### src/rtl/voxel_read_arbiter.sv
// Round-robin arbiter sharing one voxel RAM read port with a fixed one-cycle response.
// Optional per-requester grant/stall statistics counters: define VOXEL_ARB_STATS_EN.
module voxel_read_arbiter #(
   parameter int N_REQ     = 4,
   parameter int ADDR_BITS = 15,
   parameter int SYNC_READ = 1,
   parameter int CNT_BITS  = 16
) (
   input  logic                        clk,
   input  logic                        rst_n,
   input  logic                        load_mode,
   input  logic [N_REQ-1:0]            req_valid,
   input  logic [N_REQ*ADDR_BITS-1:0]  req_addr,
   output logic [N_REQ-1:0]            req_ready,
   output logic [N_REQ-1:0]            resp_valid,
   output logic                        resp_occ,
   output logic [ADDR_BITS-1:0]        ram_raddr,
   input  logic                        ram_rdata,
   output logic                        idle,
   input  logic                        stats_clr,
   output logic [N_REQ*CNT_BITS-1:0]   grant_cnt,
   output logic [N_REQ*CNT_BITS-1:0]   stall_cnt
);

   localparam int PTR_BITS = (N_REQ > 1) ? $clog2(N_REQ) : 1;

   logic [PTR_BITS-1:0]  rr_ptr;
   logic [PTR_BITS-1:0]  grant_idx;
   logic                 grant_any;
   logic [N_REQ-1:0]     grant;
   logic [N_REQ-1:0]     resp_pending;
   logic [ADDR_BITS-1:0] grant_addr;
   logic [ADDR_BITS-1:0] last_addr;

   // Search starts at rr_ptr and wraps; load_mode suppresses every grant.
   always_comb begin
      int idx;
      idx        = 0;
      grant      = '0;
      grant_idx  = '0;
      grant_any  = 1'b0;
      grant_addr = '0;
      if (!load_mode) begin
         for (int k = 0; k < N_REQ; k++) begin
            idx = (int'(rr_ptr) + k) % N_REQ;
            if (!grant_any && req_valid[idx]) begin
               grant[idx] = 1'b1;
               grant_idx  = PTR_BITS'(idx);
               grant_any  = 1'b1;
               grant_addr = req_addr[idx*ADDR_BITS +: ADDR_BITS];
            end
         end
      end
   end

   assign req_ready  = grant;
   assign ram_raddr  = grant_any ? grant_addr : last_addr;
   assign resp_valid = resp_pending;
   assign idle       = ~|req_valid & ~|resp_pending;

   always_ff @(posedge clk or negedge rst_n) begin
      if (!rst_n) begin
         rr_ptr       <= '0;
         last_addr    <= '0;
         resp_pending <= '0;
      end else begin
         resp_pending <= grant;
         if (grant_any) begin
            rr_ptr    <= (grant_idx == PTR_BITS'(N_REQ - 1)) ? '0 : grant_idx + 1'b1;
            last_addr <= grant_addr;
         end
      end
   end

   generate
      if (SYNC_READ != 0) begin : g_sync_read
         assign resp_occ = (|resp_pending) & ram_rdata;
      end else begin : g_comb_read
         logic occ_q;
         always_ff @(posedge clk or negedge rst_n) begin
            if (!rst_n) begin
               occ_q <= 1'b0;
            end else begin
               occ_q <= grant_any & ram_rdata;
            end
         end
         assign resp_occ = occ_q;
      end
   endgenerate

`ifdef VOXEL_ARB_STATS_EN
   for (genvar i = 0; i < N_REQ; i++) begin : g_stats
      logic [CNT_BITS-1:0] gcnt;
      logic [CNT_BITS-1:0] scnt;
      // Clear has priority; both counters saturate at all-ones.
      always_ff @(posedge clk or negedge rst_n) begin
         if (!rst_n) begin
            gcnt <= '0;
            scnt <= '0;
         end else if (stats_clr) begin
            gcnt <= '0;
            scnt <= '0;
         end else begin
            if (req_valid[i] && grant[i] && gcnt != '1) gcnt <= gcnt + 1'b1;
            if (req_valid[i] && !grant[i] && scnt != '1) scnt <= scnt + 1'b1;
         end
      end
      assign grant_cnt[i*CNT_BITS +: CNT_BITS] = gcnt;
      assign stall_cnt[i*CNT_BITS +: CNT_BITS] = scnt;
   end
`else
   logic unused_stats_clr;
   assign unused_stats_clr = stats_clr;
   assign grant_cnt        = '0;
   assign stall_cnt        = '0;
`endif

endmodule

### config.mk
export PLATFORM = sky130hd
export DESIGN_NAME = voxel_read_arbiter
export DESIGN_NICKNAME = d
export VERILOG_FILES = /design/src/rtl/voxel_read_arbiter.sv
export SDC_FILE = /design/constraint.sdc
export NUM_CORES = 1
export LEC_CHECK = 0
export CAP_MARGIN = 20
export CORE_ASPECT_RATIO = 1.5
export CORE_MARGIN = 5
export CORE_UTILIZATION = 54
export DETAILED_ROUTE_END_ITERATION = 7
export PLACE_DENSITY_LB_ADDON = 0.3
export SLEW_MARGIN = 20
export SYNTH_ARGS = -nofsm -noshare
export SYNTH_HDL_FRONTEND = slang
export SYNTH_SLANG_ARGS = --single-unit
### constraint.sdc
create_clock -name clk -period 5.77 [get_ports clk]
set_input_delay 1.154 -clock clk [delete_from_list [all_inputs] [get_ports clk]]
set_output_delay 1.154 -clock clk [all_outputs]
set_load 0.02 [all_outputs]
==> impl_metrics.ini, run 1 <==
[setup_path]
crit_chain = clkdlybuf4s50_1 -> mux4_2 -> nor2_1 -> o21ai_0 -> buf_4 -> a32oi_1 -> o21ai_0 -> o22a_1 -> clkdlybuf4s50_1
cp_num_buf_inv = 3
worstPathRequired_ns = 4.62
worst-path-max-fanout = 9
endpoint_kind = primary output
critPathKind = input port to primary output
worstPathArrival_ns = 4.36
cp-start-kind = input port
reg2reg_from = rr_ptr[0]$_DFFE_PN0P_
critPathLaunch = req_addr[12]
critPathTopFamily = buffers and inverters
critPathSlowestCell = clkdlybuf4s50_1
crit_path_max_incr_delay_ns = 0.77

[global_route]
antenna_found_initial = 2
grt_overflow = 0
grt_pass1_wl_mm = 66.3
grt_max_degree = 88
grt_pass1_vias = 9729
grt_use_total_pct = 41.9

[logic_synthesis]
synth_common_cells = buf_4, mux4_2, mux2i_1
ys_seq_area_share_pct = 5.31
synth_fa_ha_area_share_pct = 1.01
synth_top_family_by_area = multiplexers
synth-xor-area-share_pct = 0.265
synth_area_leaders = mux4_2, buf_4, mux2i_1
synthCells = 1079
synth_edf_count = 0
synth-main-ff-cell = dfrtp_1
synth.top_cell.area_share_pct = 29.8
synth_cell_types = 78
synth.cell_area_um2 = 9900
synth_compound_area_share_pct = 17.6
synth_most_common_cell = buf_4
synthMuxAreaShare_pct = 47.7
yosysTopAreaCell = mux4_2
synthSimpleGateAreaFrac_pct = 10.4
yosysWarnings = 0
synth.avg_cell_area_um2 = 9.17
ys_seq_elements = 21
postSynth.asyncResetShare_pct = 100

[flow_run]
drv_cap = 0

[floorplan]
rows = 60
io-pin-count = 222
core_um2 = 18000
start_util_pct = 54.9
die_y_um = 176
die_w_um = 121
die_area_um2 = 21200

[cts]
cts_hold_buf = 0
cts-htree-levels = 1
post_cts_resized = 0
cts.path.max_buffers = 2
cts_sinks = 21
cts_root_buf = clkbuf_16
cts_setup_buffers = 0
cts_buffers = 3
clock_latency_ns = 0.26
clk_pin_slew_ns = 0.06
cts_tree = done

[timing]
max_clock_freq_mhz = 181
clock_skew_ns = 0.00324
drv_slew = 0
hold_viol_final = 0
setup_viol = 0
fin_crit_ns = 5.51
slew_headroom_pct = 33.8
whs_ns = 0.506
period_share_pct = 95.5
fin_ws_ns = 0.260
tns_ns = 0
tightestPinTransition_ns = 0.990
rsz0062_at_grt = no

[pwr]
p_leak_nw = 4.34
peakVddDrop_uv = 376
power.density_nw_per_um2 = 693

[finish]
area_growth_pct = 10.5
layout-drive-gt1-share_pct = 29.0
num-nets-final = 1239

[hold_path]
worstHoldStart = last_addr[3]$_DFF_PN0_
hold_class = flop to flop

[place]
io_buffers = 92
place_ws_ns = 0.344
gp_congestion = 1.10
dp_hpwl_mm = 35.3

[detailed_routing]
wl_per_cell_um = 32.9
first_iter_violations = 1399
viasPerCell = 7.45
wl_met2_mm = 20.0
final_antenna_net_count = 0
dr.pass1.iters = 5
drc = 0
drt-met1-wl_mm = 15.4
route.met3.wl_mm = 5.14
vias = 10300
wirelength_mm = 45.4
maxUsedRoutingLayer = met5

[outcome]
outcome = complete, no violations
==> metrics by stage <==
step | total power [W] | cells | cell area (µm²) | utilization (%)
floorplan | 0.00520 | 1206 | 10400 | -
global placement | 0.00717 | 1374 | 10900 | 60.3
detailed placement | 0.00717 | 1374 | 10900 | 60.3
CTS | 0.00734 | 1378 | 10900 | 60.7
global route | 0.00788 | 1379 | 10900 | 60.7
finish | 0.00758 | 1379 | 10900 | 60.7
==> where the power goes <==
part           total (W)  switching (W)  internal [W]
sequential      0.000284      0.0000576      0.000226
combinational    0.00715        0.00406       0.00308
clock           0.000151      0.0000570     0.0000944
total            0.00758        0.00418       0.00340
==> final cells by class <==
| class | instances | area, µm² |
|---|---|---|
| repair buffers | 212 | 1880 |
| diodes | 1 | 2.50 |
| inverters | 13 | 48.8 |
| clock buffers | 4 | 78.8 |
| fillers | 1622 | 7080 |
| flip-flops and latches | 21 | 529 |
| well taps | 217 | 272 |
| multi-input cells | 911 | 8130 |
==> sequential cells by signal, indices dropped and copies added (netlist names) <==
register    count
resp_valid      4
last_addr      15
rr_ptr          2
==> kinds of logic after synthesis <==
logic type | after synthesis
buf+inv | 274
compound gates | 254
other cells | 1
xor+xnor | 3
mux | 294
flops | 21
simple gates | 224
fa+ha+maj | 8
==> worst register-to-register path, cell delays in order (launching register included) <==
cell and delay, ns:
dfrtp_4 0.57, buf_12 0.47, buf_12 0.44, mux2_2 0.44, and2_1 0.17, a2111oi_0 0.60, a221oi_1 0.22, o22ai_1 0.23
a31oi_1 0.10, buf_4 0.18
==> final timing paths <==
path	to	slack, ns	depth (start not counted)
worst max-delay path	ram_raddr[12]	0.26	9
worst max register to register	last_addr[1]$_DFF_PN0_	2.22	9
worst min register to register	last_addr[3]$_DFF_PN0_	0.51	2
worst min-delay path	last_addr[3]$_DFF_PN0_	0.51	2
min in group asynchronous	rr_ptr[0]$_DFFE_PN0P_	1.44	1
max in group asynchronous	rr_ptr[0]$_DFFE_PN0P_	3.62	1
==> placed cells by master, fill, tap and decap left out, drive strengths merged, types with 4 or more instances in the layout <==
master and instances:
a31o 5, a211o 5, nor2 58, or2 4, clkdlybuf4s50 92, conb 128
nand2 92, a22oi 5, mux2i 98, nand3 14, mux4 134, dfrtp 21
a31oi 19, o32ai 5, o21ai 45, inv 10, o31ai 5, a211oi 15
a221o 4, nor3b 4, a221oi 7, nand2b 7, mux2 62, buf 120
and3 4, clkbuf 4, o211ai 27, nor4 4, a2111oi 6, nor3 11
nor2b 8, a21oi 55, ha 8, and2 14, o22ai 15
==> layer usage <==
metal / up-vias / global-route usage (%)
li1: 4103 / -
met1: 4895 / 52.3
met2: 1020 / 65.0
met3: 253 / 6.70
met4: 2 / 31.4
met5: - / 0
(Power assumes the default switching activity.)
==> run 2: changes to the inputs <==
--- a/config.mk
+++ b/config.mk
@@ -11,7 +11,8 @@
 export CORE_UTILIZATION = 54
 export DETAILED_ROUTE_END_ITERATION = 7
 export PLACE_DENSITY_LB_ADDON = 0.3
-export SLEW_MARGIN = 20
+export SKIP_LAST_GASP = 1
+export SLEW_MARGIN = 5
 export SYNTH_ARGS = -nofsm -noshare
 export SYNTH_HDL_FRONTEND = slang
 export SYNTH_SLANG_ARGS = --single-unit
==> results of run 2 <==
Same layout as run 1: the final DEF is identical, and so are final timing and power.
